<file path="config.mk">
export PLATFORM = sky130hd
export DESIGN_NAME = ahb_arbiter_flat
export DESIGN_NICKNAME = d
export VERILOG_FILES = /design/src/rtl/ahb_arbiter_if.sv /design/src/rtl/ahb_arbiter.sv /design/src/flat_wrapper.sv
export SDC_FILE = /design/constraint.sdc
export NUM_CORES = 1
export LEC_CHECK = 0
export ABC_AREA = 0
export BUFFER_PORTS_ARGS = -buffer_cell sky130_fd_sc_hd__clkbuf_2
export CORE_AREA = 2 2 39 41
export DETAILED_ROUTE_END_ITERATION = 6
export DIE_AREA = 0 0 41 43
export SYNTH_ARGS = -nofsm -noshare
export SYNTH_HDL_FRONTEND = slang
export SYNTH_SLANG_ARGS = --single-unit
</file>
<file path="constraint.sdc">
create_clock -name hclk -period 1.3 [get_ports hclk]
set_clock_uncertainty 0.1 [all_clocks]
set_input_delay 0.13 -clock hclk [delete_from_list [all_inputs] [get_ports hclk]]
set_output_delay 0.13 -clock hclk [all_outputs]
set_load 0.05 [all_outputs]
</file>
<file path="src/rtl/ahb_arbiter_if.sv">
// AHB arbiter request/grant bundle: masters drive requests and transfer status,
// the arbiter (slave modport) returns the one-hot grant, owner index and lock flag.
interface ahb_arbiter_if #(
  parameter int NUM_MASTERS = 4
);
  logic [NUM_MASTERS-1:0] hbusreq;
  logic [NUM_MASTERS-1:0] hlock;
  logic [1:0]             htrans;
  logic                   hready;
  logic [NUM_MASTERS-1:0] hgrant;
  logic [3:0]             hmaster;
  logic                   hmastlock;

  modport master (
    output hbusreq, hlock, htrans, hready,
    input  hgrant, hmaster, hmastlock
  );

  modport slave (
    input  hbusreq, hlock, htrans, hready,
    output hgrant, hmaster, hmastlock
  );
endinterface

</file>
<file path="src/rtl/ahb_arbiter.sv">
// AHB bus arbiter with locked-transfer handling and burst protection.
// Fixed priority by default; define ARB_ROUND_ROBIN_EN for round-robin selection.
module ahb_arbiter #(
  parameter int NUM_MASTERS    = 4,
  parameter int DEFAULT_MASTER = 0
) (
  input  logic        hclk,
  input  logic        hreset,
  ahb_arbiter_if.slave bus
);

  typedef enum logic [1:0] {
    ST_ARB       = 2'd0,
    ST_LOCKED    = 2'd1,
    ST_LOCK_TAIL = 2'd2
  } state_t;

  localparam logic [1:0] HTRANS_BUSY = 2'b01;
  localparam logic [1:0] HTRANS_SEQ  = 2'b11;

  localparam logic [NUM_MASTERS-1:0] DEFAULT_GRANT =
    {{(NUM_MASTERS-1){1'b0}}, 1'b1} << DEFAULT_MASTER;
  localparam logic [3:0] DEFAULT_IDX = 4'(DEFAULT_MASTER);

  state_t                 r_state;
  logic [NUM_MASTERS-1:0] r_hgrant;
  logic [3:0]             r_hmaster;

  logic [NUM_MASTERS-1:0] w_winner;
  logic [3:0]             w_grant_idx;
  logic                   w_burst_cont;
  logic                   w_mastlock;
  logic                   w_lock_req;

  // An ongoing burst (SEQ/BUSY) must never lose the bus mid-transfer.
  assign w_burst_cont = (bus.htrans == HTRANS_SEQ) || (bus.htrans == HTRANS_BUSY);
  assign w_mastlock   = |(r_hgrant & bus.hlock);
  // A lock only counts when the owner also requests the bus.
  assign w_lock_req   = |(r_hgrant & bus.hlock & bus.hbusreq);

  always_comb begin
    // NOTE: every always_comb output gets a default first, otherwise a latch is inferred.
    w_grant_idx = '0;
    for (int i = 0; i < NUM_MASTERS; i++) begin
      if (r_hgrant[i]) w_grant_idx = w_grant_idx | 4'(i);
    end
  end

`ifdef ARB_ROUND_ROBIN_EN
  logic [3:0] r_rr_ptr;
  logic [3:0] w_winner_idx;
  logic       w_found;

  // Search from the slot after the last requesting winner, wrapping once.
  always_comb begin : rr_search
    int idx;
    w_winner     = DEFAULT_GRANT;
    w_winner_idx = DEFAULT_IDX;
    w_found      = 1'b0;
    idx          = 0;
    for (int k = 0; k < NUM_MASTERS; k++) begin
      idx = int'(r_rr_ptr) + 1 + k;
      if (idx >= NUM_MASTERS) idx = idx - NUM_MASTERS;
      if (!w_found && bus.hbusreq[idx]) begin
        w_found           = 1'b1;
        w_winner          = '0;
        w_winner[idx]     = 1'b1;
        w_winner_idx      = 4'(idx);
      end
    end
  end
`else
  // Lowest index wins; scanning downward lets the lowest requester overwrite last.
  always_comb begin
    w_winner = DEFAULT_GRANT;
    for (int i = NUM_MASTERS - 1; i >= 0; i--) begin
      if (bus.hbusreq[i]) begin
        w_winner    = '0;
        w_winner[i] = 1'b1;
      end
    end
  end
`endif

  // NOTE: sequential state uses non-blocking assignments so every register samples pre-edge values.
  always_ff @(posedge hclk) begin
    if (hreset) begin
      r_state   <= ST_ARB;
      r_hgrant  <= DEFAULT_GRANT;
      r_hmaster <= DEFAULT_IDX;
`ifdef ARB_ROUND_ROBIN_EN
      r_rr_ptr  <= '0;
`endif
    end else if (bus.hready) begin
      r_hmaster <= w_grant_idx;
      case (r_state)
        ST_ARB: begin
          if (w_lock_req) begin
            r_state <= ST_LOCKED;
          end else if (!w_burst_cont) begin
            r_hgrant <= w_winner;
`ifdef ARB_ROUND_ROBIN_EN
            if (w_found) r_rr_ptr <= w_winner_idx;
`endif
          end
        end
        ST_LOCKED: begin
          if (!w_mastlock) r_state <= ST_LOCK_TAIL;
        end
        // Grant is held one extra ready cycle to cover the last locked data phase.
        ST_LOCK_TAIL: r_state <= ST_ARB;
        default:      r_state <= ST_ARB;
      endcase
    end
  end

  assign bus.hgrant    = r_hgrant;
  assign bus.hmaster   = r_hmaster;
  assign bus.hmastlock = w_mastlock;

endmodule

</file>
<file path="src/flat_wrapper.sv">
// flat-port wrapper written by rule: the top's interface ports become plain ports
module ahb_arbiter_flat 
#(
  parameter int NUM_MASTERS    = 4,
  parameter int DEFAULT_MASTER = 0
)
  (hclk, hreset, bus_hbusreq, bus_hlock, bus_htrans, bus_hready, bus_hgrant, bus_hmaster, bus_hmastlock);
  ahb_arbiter_if #(.NUM_MASTERS(NUM_MASTERS)) bus_i ();
  input  logic hclk;
  input  logic hreset;
  input wire logic [$bits(bus_i.hbusreq)-1:0] bus_hbusreq;
  input wire logic [$bits(bus_i.hlock)-1:0] bus_hlock;
  input wire logic [$bits(bus_i.htrans)-1:0] bus_htrans;
  input wire logic [$bits(bus_i.hready)-1:0] bus_hready;
  output wire logic [$bits(bus_i.hgrant)-1:0] bus_hgrant;
  output wire logic [$bits(bus_i.hmaster)-1:0] bus_hmaster;
  output wire logic [$bits(bus_i.hmastlock)-1:0] bus_hmastlock;
  assign bus_i.hbusreq = bus_hbusreq;
  assign bus_i.hlock = bus_hlock;
  assign bus_i.htrans = bus_htrans;
  assign bus_i.hready = bus_hready;
  assign bus_hgrant = bus_i.hgrant;
  assign bus_hmaster = bus_i.hmaster;
  assign bus_hmastlock = bus_i.hmastlock;
  ahb_arbiter #(.NUM_MASTERS(NUM_MASTERS), .DEFAULT_MASTER(DEFAULT_MASTER)) u_core (.hclk(hclk), .hreset(hreset), .bus(bus_i));
endmodule
</file>
==> results of run 1 <==
[registers in the layout (all words and copies together) (netlist names)]
| signal | flops |
|---|---|
| u_core.bus.hgrant | 4 |
| u_core.bus.hmaster | 2 |
| u_core.r_state | 2 |
[path summary, 6_finish.rpt]
check,from,endpoint,cells after the start
max,u_core.bus.hgrant[2],bus_hmastlock,4
min,hreset,u_core.bus.hgrant[3],2
min reg2reg,u_core.bus.hmaster[0],u_core.bus.hmaster[0],2
max reg2reg,u_core.bus.hgrant[2],u_core.bus.hgrant[3],4
[layout make-up]
| type | count | share of cell area |
|---|---|---|
| clock buffers | 4 | 0.0376 |
| repair buffers | 27 | 0.249 |
| well taps | 16 | 0.0287 |
| multi-input cells | 44 | 0.441 |
| flip-flops and latches | 8 | 0.244 |
[metal layers]
metal | share of wire | up-vias
met5 | 0 | -
met4 | 0.015 | 0
met3 | 0.056 | 2
met2 | 0.46 | 18
met1 | 0.46 | 232
li1 | - | 258
[power groups by stage]
stage | Combinational (mW) | Sequential (mW) | Clock [mW]
2_1_floorplan | 0.0794 | 0.291 | 0
5_1_grt | 0.198 | 0.262 | 0.223
3_5_place_dp | 0.158 | 0.265 | 0
6_report | 0.183 | 0.261 | 0.208
3_3_place_gp | 0.158 | 0.264 | 0
4_1_cts | 0.170 | 0.259 | 0.216
[per-stage QoR]
step            util  power [mW]  hold slack, ns  cell area (um2)  std cells
5_1_grt        0.505       0.683          0.0570              698         99
3_3_place_gp   0.427       0.423           0.313              591         92
6_report       0.505       0.652          0.0460              698         99
2_1_floorplan      -       0.370           0.126              454         55
4_1_cts        0.478       0.646          0.0397              662         98
3_5_place_dp   0.427       0.423           0.316              591         92
[placed cells by master, fill, tap and decap left out, types with 2 or more instances in the layout]
cell type,netlist,final
a22oi_2,0,2
nand2b_1,2,2
a211oi_1,2,2
clkbuf_4,0,3
nand3_1,4,3
conb_1,1,2
clkbuf_2,0,16
o21ai_2,0,3
dfxtp_2,0,2
buf_4,2,9
dfxtp_4,0,2
dfxtp_1,8,4
a21oi_1,4,3
nand4_1,2,2
nor2_1,7,7
[worst max-delay path, cell delays in order (launching register included)]
cell     delay (ns)
dfxtp_4        0.34
buf_6          0.11
a22oi_2        0.20
nand2_2        0.09
buf_8          0.16
[cells by family (layout without fill, tap and decap cells)]
group,count (synthesis),count (layout),synth area share
AO/OA/AOI/OAI,16,16,0.228
buffers and inverters,3,31,0.0433
flip-flops,8,8,0.370
other,1,2,0.00866
AND/OR/NAND/NOR,26,26,0.350
[timing repair]
item | CTS | global route
hold endpoints to repair | 0 | 0
pin swaps | 4 | 7
setup endpoints to repair | 5 | 8
setup buffers | 2 | 1
resized for setup | 7 | 9
==> results.py, run 1 <==
metrics = {
    "outcome": {
        "status": "complete, but fails checks",
        "violations": "setup timing",
    },
    "sta": {
        "drv_slew": 0,
        "rsz0062_at_grt": "true",
        "fin_crit_ns": 1.38,
        "setup_tns_ns": -0.139,
        "report.final.hold_viol_count": 0,
        "max_freq_mhz": 724,
        "setup_viol": 4,
        "fin_ws_ns": -0.0807,
        "final.period_utilization": 1.06,
    },
    "cts": {
        "tritoncts": "built",
        "clock_latency_ns": 0.25,
        "clkTransAtPathRegs_ns": 0.06,
        "cts_hold_buf": 0,
        "clock_path_buffers": 2,
        "cts-root-buf": "clkbuf_4",
        "htree_levels": 1,
        "clock-sinks": 8,
        "cts-buffers-inserted": 3,
    },
    "layout": {
        "seq_area_um2": 170,
        "antenna_cells": 0,
        "fillers": 141,
        "drive_gt1_frac": 0.578,
        "multi_input_area_um2": 308,
        "nets": 97,
        "area_delta_synth_final_pct": 61.3,
    },
    "placed_design": {
        "pre_cts_ws_ns": -0.0156,
        "portBuffers": 18,
        "place.gp.congestion": 0.705,
        "dpl.hpwl_um": 896,
    },
    "yosys": {
        "ys_types": 23,
        "syn_area_um2": 433,
        "yosysMostFrequentCell": "dfxtp_1",
        "synth_common_cells": "dfxtp_1 (8), nor2_1 (7), a21oi_1 (4), nand3_1 (4), o21ai_0 (4)",
        "ys_seq_elements": 8,
        "synth_warnings": 0,
        "synth_edf_count": 0,
        "yosysTopAreaCell": "dfxtp_1",
        "postSynthAreaPerCell_um2": 8.02,
        "ys.flop_type": "dfxtp_1",
        "yosys.area.top_type_share": 0.370,
        "yosysSeqAreaShare": 0.370,
        "async_flop_share": 0,
        "syn_inst": 54,
        "ys_top_cells_by_area": "dfxtp_1 (37%), nor2_1 (6.1%), a21oi_1 (4.6%), nand3_1 (4.6%), nor3_2 (4.6%)",
    },
    "power_and_ir_drop": {
        "pwr-share-clk": 0.319,
        "power.switching_mw": 0.213,
        "ir_worst_vdd_uv": 383,
        "p_comb_frac": 0.281,
        "p_int_mw": 0.438,
        "p_leak_nw": 0.292,
        "p_sw_frac": 0.327,
        "p_per_area_nw_per_um2": 933,
        "seqPwrFrac": 0.400,
    },
    "drt": {
        "dr.pass1.iters": 4,
        "routedWlPerCell_um": 12.4,
        "vias": 510,
        "vias_per_cell": 5.15,
        "drc": 0,
        "initialDrtViolationCount": 13,
        "ant_nets": 0,
        "routed_wl_um": 1230,
    },
    "worst_setup_path": {
        "start_kind": "flop",
        "path_class": "flop to primary output",
        "crit_fanout": 2,
        "cp-end-kind": "primary output",
        "crit_arrival_ns": 1.15,
        "cp.required_ns": 1.07,
        "r2r_setup_slack_ns": -0.04,
    },
    "global_route": {
        "grtUsageMet2": 0.200,
        "overflow": 0,
        "grt_max_degree": 9,
        "grt_pass1_wl_um": 1630,
        "met1_usage": 0.181,
        "grt_pass1_vias": 399,
        "top_usage_layer": "met2",
        "grt_antenna_before_repair": 0,
        "met3_usage": 0.0314,
        "track_usage": 0.142,
    },
    "flow_run": {
        "max_cap_violations": 0,
    },
    "floorplan": {
        "die_h_um": 43,
        "core_region_area_um2": 1380,
        "rows": 14,
        "initial_utilization": 0.313,
        "die-width_um": 41,
        "ios": 22,
        "die_area_um2": 1760,
    },
    "hold_path": {
        "hp-class": "primary input to flop",
    },
}
(Power assumes the default switching activity.)
==> run 2: changes to the inputs <==
--- a/config.mk
+++ b/config.mk
@@ -7,9 +7,11 @@
 export LEC_CHECK = 0
 export ABC_AREA = 0
 export BUFFER_PORTS_ARGS = -buffer_cell sky130_fd_sc_hd__clkbuf_2
+export CAP_MARGIN = 20
 export CORE_AREA = 2 2 39 41
 export DETAILED_ROUTE_END_ITERATION = 6
 export DIE_AREA = 0 0 41 43
+export HOLD_SLACK_MARGIN = 0.05
 export SYNTH_ARGS = -nofsm -noshare
 export SYNTH_HDL_FRONTEND = slang
 export SYNTH_SLANG_ARGS = --single-unit
==> run 2 against run 1 <==
Count of clock-buffer cells in the layout unchanged. Register-to-register slack about the same. Sequential share of layout area shrank 0.34 points. Largest power group unchanged. The flow still finishes with violations (setup timing). Largest cell class unchanged. Critical path depth unchanged. First-iteration DRC count is 7.7% lower. Wire length is 0.81% higher. Via count rose by 0.20%.
==> results.py, run 2 (synthesis gave the netlist of run 1 again) <==
metrics = {
    "floorplan": {
        "core_region_area_um2": 1380,
        "ios": 22,
        "initial_utilization": 0.313,
        "die-width_um": 41,
        "rows": 14,
        "die_area_um2": 1760,
        "die_h_um": 43,
    },
    "drt": {
        "ant_nets": 0,
        "drc": 0,
        "vias_per_cell": 5.11,
        "vias": 511,
        "routed_wl_um": 1240,
        "dr.pass1.iters": 5,
        "initialDrtViolationCount": 12,
        "routedWlPerCell_um": 12.4,
    },
    "cts": {
        "cts-root-buf": "clkbuf_4",
        "clock_path_buffers": 2,
        "htree_levels": 1,
        "cts-buffers-inserted": 3,
        "clock-sinks": 8,
        "tritoncts": "built",
        "clkTransAtPathRegs_ns": 0.06,
        "clock_latency_ns": 0.25,
    },
    "hold_path": {
        "hp-class": "primary input to flop",
        "hold_start": "bus_hbusreq[1]",
        "hold_path_end": "u_core.bus.hgrant[1]",
        "hold_depth": 3,
    },
    "outcome": {
        "status": "complete, but fails checks",
        "violations": "setup timing",
    },
    "placed_design": {
        "placed_area_um2": 591,
        "place.gp.congestion": 0.705,
        "portBuffers": 18,
        "pre_cts_ws_ns": -0.0156,
        "dpl.hpwl_um": 896,
    },
    "power_and_ir_drop": {
        "p_sw_frac": 0.326,
        "p_per_area_nw_per_um2": 923,
        "p_int_mw": 0.440,
        "seqPwrFrac": 0.399,
        "power.total_mw": 0.654,
        "p_comb_frac": 0.284,
        "ir_worst_vdd_uv": 383,
        "p_leak_nw": 0.296,
        "pwr-share-clk": 0.317,
        "power.switching_mw": 0.213,
    },
    "flow_run": {
        "max_cap_violations": 0,
    },
    "sta": {
        "fin_crit_ns": 1.38,
        "report.final.hold_viol_count": 0,
        "drv_slew": 0,
        "final.period_utilization": 1.06,
        "fin_ws_ns": -0.0800,
        "setup_viol": 4,
        "max_freq_mhz": 725,
        "rsz0062_at_grt": "true",
    },
    "worst_setup_path": {
        "start_kind": "flop",
        "r2r_start": "u_core.bus.hgrant[2]",
        "crit_fanout": 2,
        "crit_family": "flip-flops",
        "cp_num_buf_inv": 2,
        "max_stage_delay_ns": 0.34,
        "path_class": "flop to primary output",
        "slowest_stage": "dfxtp_4",
        "cp-end-kind": "primary output",
        "r2r_setup_slack_ns": -0.04,
        "rr_endpoint": "u_core.bus.hgrant[3]",
        "crit_arrival_ns": 1.15,
        "path_cells": "buf_6 > a22oi_2 > nand2_2 > buf_8",
        "reg2reg_depth": 4,
        "cp.required_ns": 1.07,
    },
    "layout": {
        "antenna_cells": 0,
        "largest_reg_flops": 4,
        "seq_area_um2": 170,
        "nets": 98,
        "layout_commonest_cell": "clkbuf_2",
        "fillers": 140,
        "multi_input_area_um2": 308,
        "area_delta_synth_final_pct": 63.6,
        "design_area_um2": 708,
        "final_cell_mix": "clkbuf_2 (16), buf_4 (9), nor2_1 (7)",
        "drive_gt1_frac": 0.571,
    },
    "global_route": {
        "grt_antenna_before_repair": 0,
        "grt_pass1_vias": 409,
        "overflow": 0,
        "track_usage": 0.144,
        "grt_pass1_wl_um": 1660,
        "grt_max_degree": 9,
    },
}
## run 2: cell types whose count changed in the layout (fill, tap and decap cells not counted), sizes merged
cell,before,now
dlygate4sd3,0,1
## run 2: power groups by stage
stage / sequential (mW) / combinational [mW] / clock [mW]
floorplan: 0.291 / 0.0794 / 0
global placement: 0.264 / 0.158 / 0
detailed placement: 0.265 / 0.158 / 0
CTS: 0.259 / 0.173 / 0.216
global route: 0.262 / 0.201 / 0.223
finish: 0.261 / 0.186 / 0.207
## run 2: how the worst max path moves through the flow
stage                                    start              endpoint  cells after the start
after floorplan           u_core.bus.hgrant[2]  u_core.bus.hgrant[0]                      4
after global placement    u_core.bus.hgrant[2]  u_core.bus.hgrant[0]                      4
after detailed placement  u_core.bus.hgrant[2]  u_core.bus.hgrant[0]                      4
after CTS                 u_core.bus.hgrant[2]         bus_hmastlock                      4
after global routing      u_core.bus.hgrant[2]         bus_hmastlock                      4
final                     u_core.bus.hgrant[2]         bus_hmastlock                      4
## run 2: cell type report
class / count / area share
multi-input combinational: 44 / 0.435
tap: 16 / 0.0283
timing repair buffer: 28 / 0.260
clock buffer: 4 / 0.0371
sequential: 8 / 0.240
## run 2: metal layers
layer,vias to the layer above,share of wire,GRT usage
li1,260,-,-
met1,231,0.46,0.181
met2,18,0.47,0.206
met3,2,0.057,0.0314
met4,0,0.015,0.100
met5,-,0,0
## run 2: timing repair
action,in CTS,in global routing
pin swaps,4,7
buffers inserted,2,1
hold buffers,1,0
setup endpoints to repair,5,8
hold endpoints to repair,2,0
resized for setup,7,9
## run 2: metrics by stage
stage                TNS, ns  utilization  instances  hold slack (ns)
global placement    -0.00372        0.427         92            0.313
floorplan             -0.178            -         55            0.126
global route          -0.353        0.512        100            0.103
detailed placement   -0.0156        0.427         92            0.316
finish                -0.139        0.512        100           0.0781
CTS                   -0.224        0.486         99           0.0655
## run 2: tightest hold or removal path: stages
cell	delay, ns
clkbuf_2	0.11
nand4b_1	0.09
a21oi_1	0.06
==> run 3: changes to the inputs <==
==> constraint.sdc (replaced) <==
create_clock -name hclk -period 1.7 [get_ports hclk]
set_clock_uncertainty 0.1 [all_clocks]
set_input_delay 0.17 -clock hclk [delete_from_list [all_inputs] [get_ports hclk]]
set_output_delay 0.17 -clock hclk [all_outputs]
set_load 0.05 [all_outputs]
==> run 3 against run 2 <==
The run now ends clean. Flip-flop and latch count did not move. Clock power shrank 30%. First-iteration DRC count is 67% lower. Wire length down 17%. Critical path type unchanged. Highest routed layer unchanged.
==> results.py, run 3 (synthesis gave the netlist of run 1 again) <==
metrics = {
    "cts": {
        "clkTransAtPathRegs_ns": 0.05,
        "cts_resized": 0,
        "clock-sinks": 8,
        "postCtsSetupBuffers": 0,
        "cts-buffers-inserted": 3,
        "cts_hold_buf": 0,
        "clock_path_buffers": 2,
        "tritoncts": "built",
        "cts-root-buf": "clkbuf_4",
        "clock_latency_ns": 0.25,
        "htree_levels": 1,
    },
    "layout": {
        "largest_reg_flops": 4,
        "fin_util": 0.398,
        "final_cell_mix": "clkbuf_2 (18), dfxtp_1 (8), nor2_1 (7)",
        "nets": 88,
        "antenna_cells": 0,
        "layout_commonest_cell": "clkbuf_2",
        "area_delta_synth_final_pct": 27.2,
        "design_area_um2": 551,
        "fillers": 153,
        "drive_gt1_frac": 0.342,
    },
    "floorplan": {
        "initial_utilization": 0.313,
        "die-width_um": 41,
        "ios": 22,
        "rows": 14,
        "die_h_um": 43,
        "die_area_um2": 1760,
        "core_region_area_um2": 1380,
    },
    "drt": {
        "routed_wl_um": 1030,
        "dr.pass1.iters": 4,
        "initialDrtViolationCount": 4,
        "vias_per_cell": 5.11,
        "ant_nets": 0,
        "drc": 0,
        "routedWlPerCell_um": 11.6,
        "vias": 455,
    },
    "power_and_ir_drop": {
        "seqPwrFrac": 0.443,
        "power.total_mw": 0.455,
        "power.switching_mw": 0.146,
        "p_leak_nw": 0.233,
        "ir_worst_vdd_uv": 252,
        "p_int_mw": 0.309,
        "p_comb_frac": 0.237,
        "p_per_area_nw_per_um2": 826,
        "p_sw_frac": 0.321,
        "pwr-share-clk": 0.320,
    },
    "global_route": {
        "grt_pass1_wl_um": 1410,
        "overflow": 0,
        "track_usage": 0.123,
        "grt_max_degree": 9,
        "grt_antenna_before_repair": 0,
        "grt_pass1_vias": 358,
    },
    "worst_setup_path": {
        "cp.required_ns": 1.43,
        "crit_arrival_ns": 1.23,
        "cp-end-kind": "primary output",
        "start_kind": "flop",
        "r2r_start": "u_core.bus.hgrant[2]",
        "path_class": "flop to primary output",
        "crit_fanout": 5,
        "crit_start": "u_core.bus.hgrant[1]",
    },
    "placed_design": {
        "place.gp.congestion": 0.668,
        "dpl.hpwl_um": 819,
        "placed_area_um2": 528,
        "portBuffers": 18,
    },
    "flow_run": {
        "max_cap_violations": 0,
    },
    "sta": {
        "report.final.hold_viol_count": 0,
        "drv_slew": 0,
        "max_freq_mhz": 668,
        "final.period_utilization": 0.881,
        "setup_viol": 0,
        "fin_crit_ns": 1.50,
        "rsz0062_at_grt": "false",
        "setup_tns_ns": 0,
    },
    "hold_path": {
        "hold_start": "hreset",
        "hp-class": "primary input to flop",
    },
    "outcome": {
        "status": "completed",
    },
}
-- run 3: cell types whose count changed in the layout (fill, tap and decap cells not counted), moves of 2 or more --
cell and delta:
o21ai_2 -3, dfxtp_2 -2, o21ai_0 +4, dfxtp_1 +4, a22oi_1 +2, a22oi_2 -2
clkbuf_2 +2, dfxtp_4 -2, buf_4 -9
-- run 3: area by class of cell --
class	count	area (um2)	share of cell area
timing repair buffer	18	90.1	0.164
clock buffer	3	22.5	0.0409
sequential	8	160	0.291
multi-input combinational	44	258	0.468
tap	16	20.0	0.0364
-- run 3: worst max-delay path, stage by stage, from the launching register on --
cell	delay, ns
dfxtp_1	0.36
a22oi_1	0.29
nand2_1	0.09
clkbuf_2	0.24
-- run 3: metal layers --
metal | up-vias | track usage | share of wire
met1 | 195 | 0.141 | 0.46
li1 | 236 | - | -
met2 | 20 | 0.181 | 0.44
met3 | 4 | 0.0157 | 0.065
met5 | - | 0 | 0
met4 | 0 | 0.120 | 0.030
-- run 3: path summary, 6_finish.rpt --
kind	endpoint	slack, ns	cells past startpoint
worst min-delay path	u_core.r_state[0]	0.09	2
worst max register to register	u_core.bus.hgrant[1]	0.32	4
worst min register to register	u_core.bus.hmaster[0]	0.40	2
worst max-delay path	bus_hmastlock	0.20	3
-- run 3: power by group through the flow --
stage	Sequential (mW)	Combinational, mW	Clock (mW)
final	0.202	0.108	0.145
after detailed placement	0.205	0.108	0
after global routing	0.202	0.117	0.164
after global placement	0.205	0.108	0
after CTS	0.201	0.109	0.151
after floorplan	0.224	0.0591	0
-- run 3: per-stage QoR --
stage	worst slack, ns	hold WS, ns	std cells
global route	0.0993	0.103	89
detailed placement	0.329	0.364	86
CTS	0.188	0.0906	89
finish	0.202	0.0926	89
floorplan	0.120	0.166	55
global placement	0.359	0.358	86
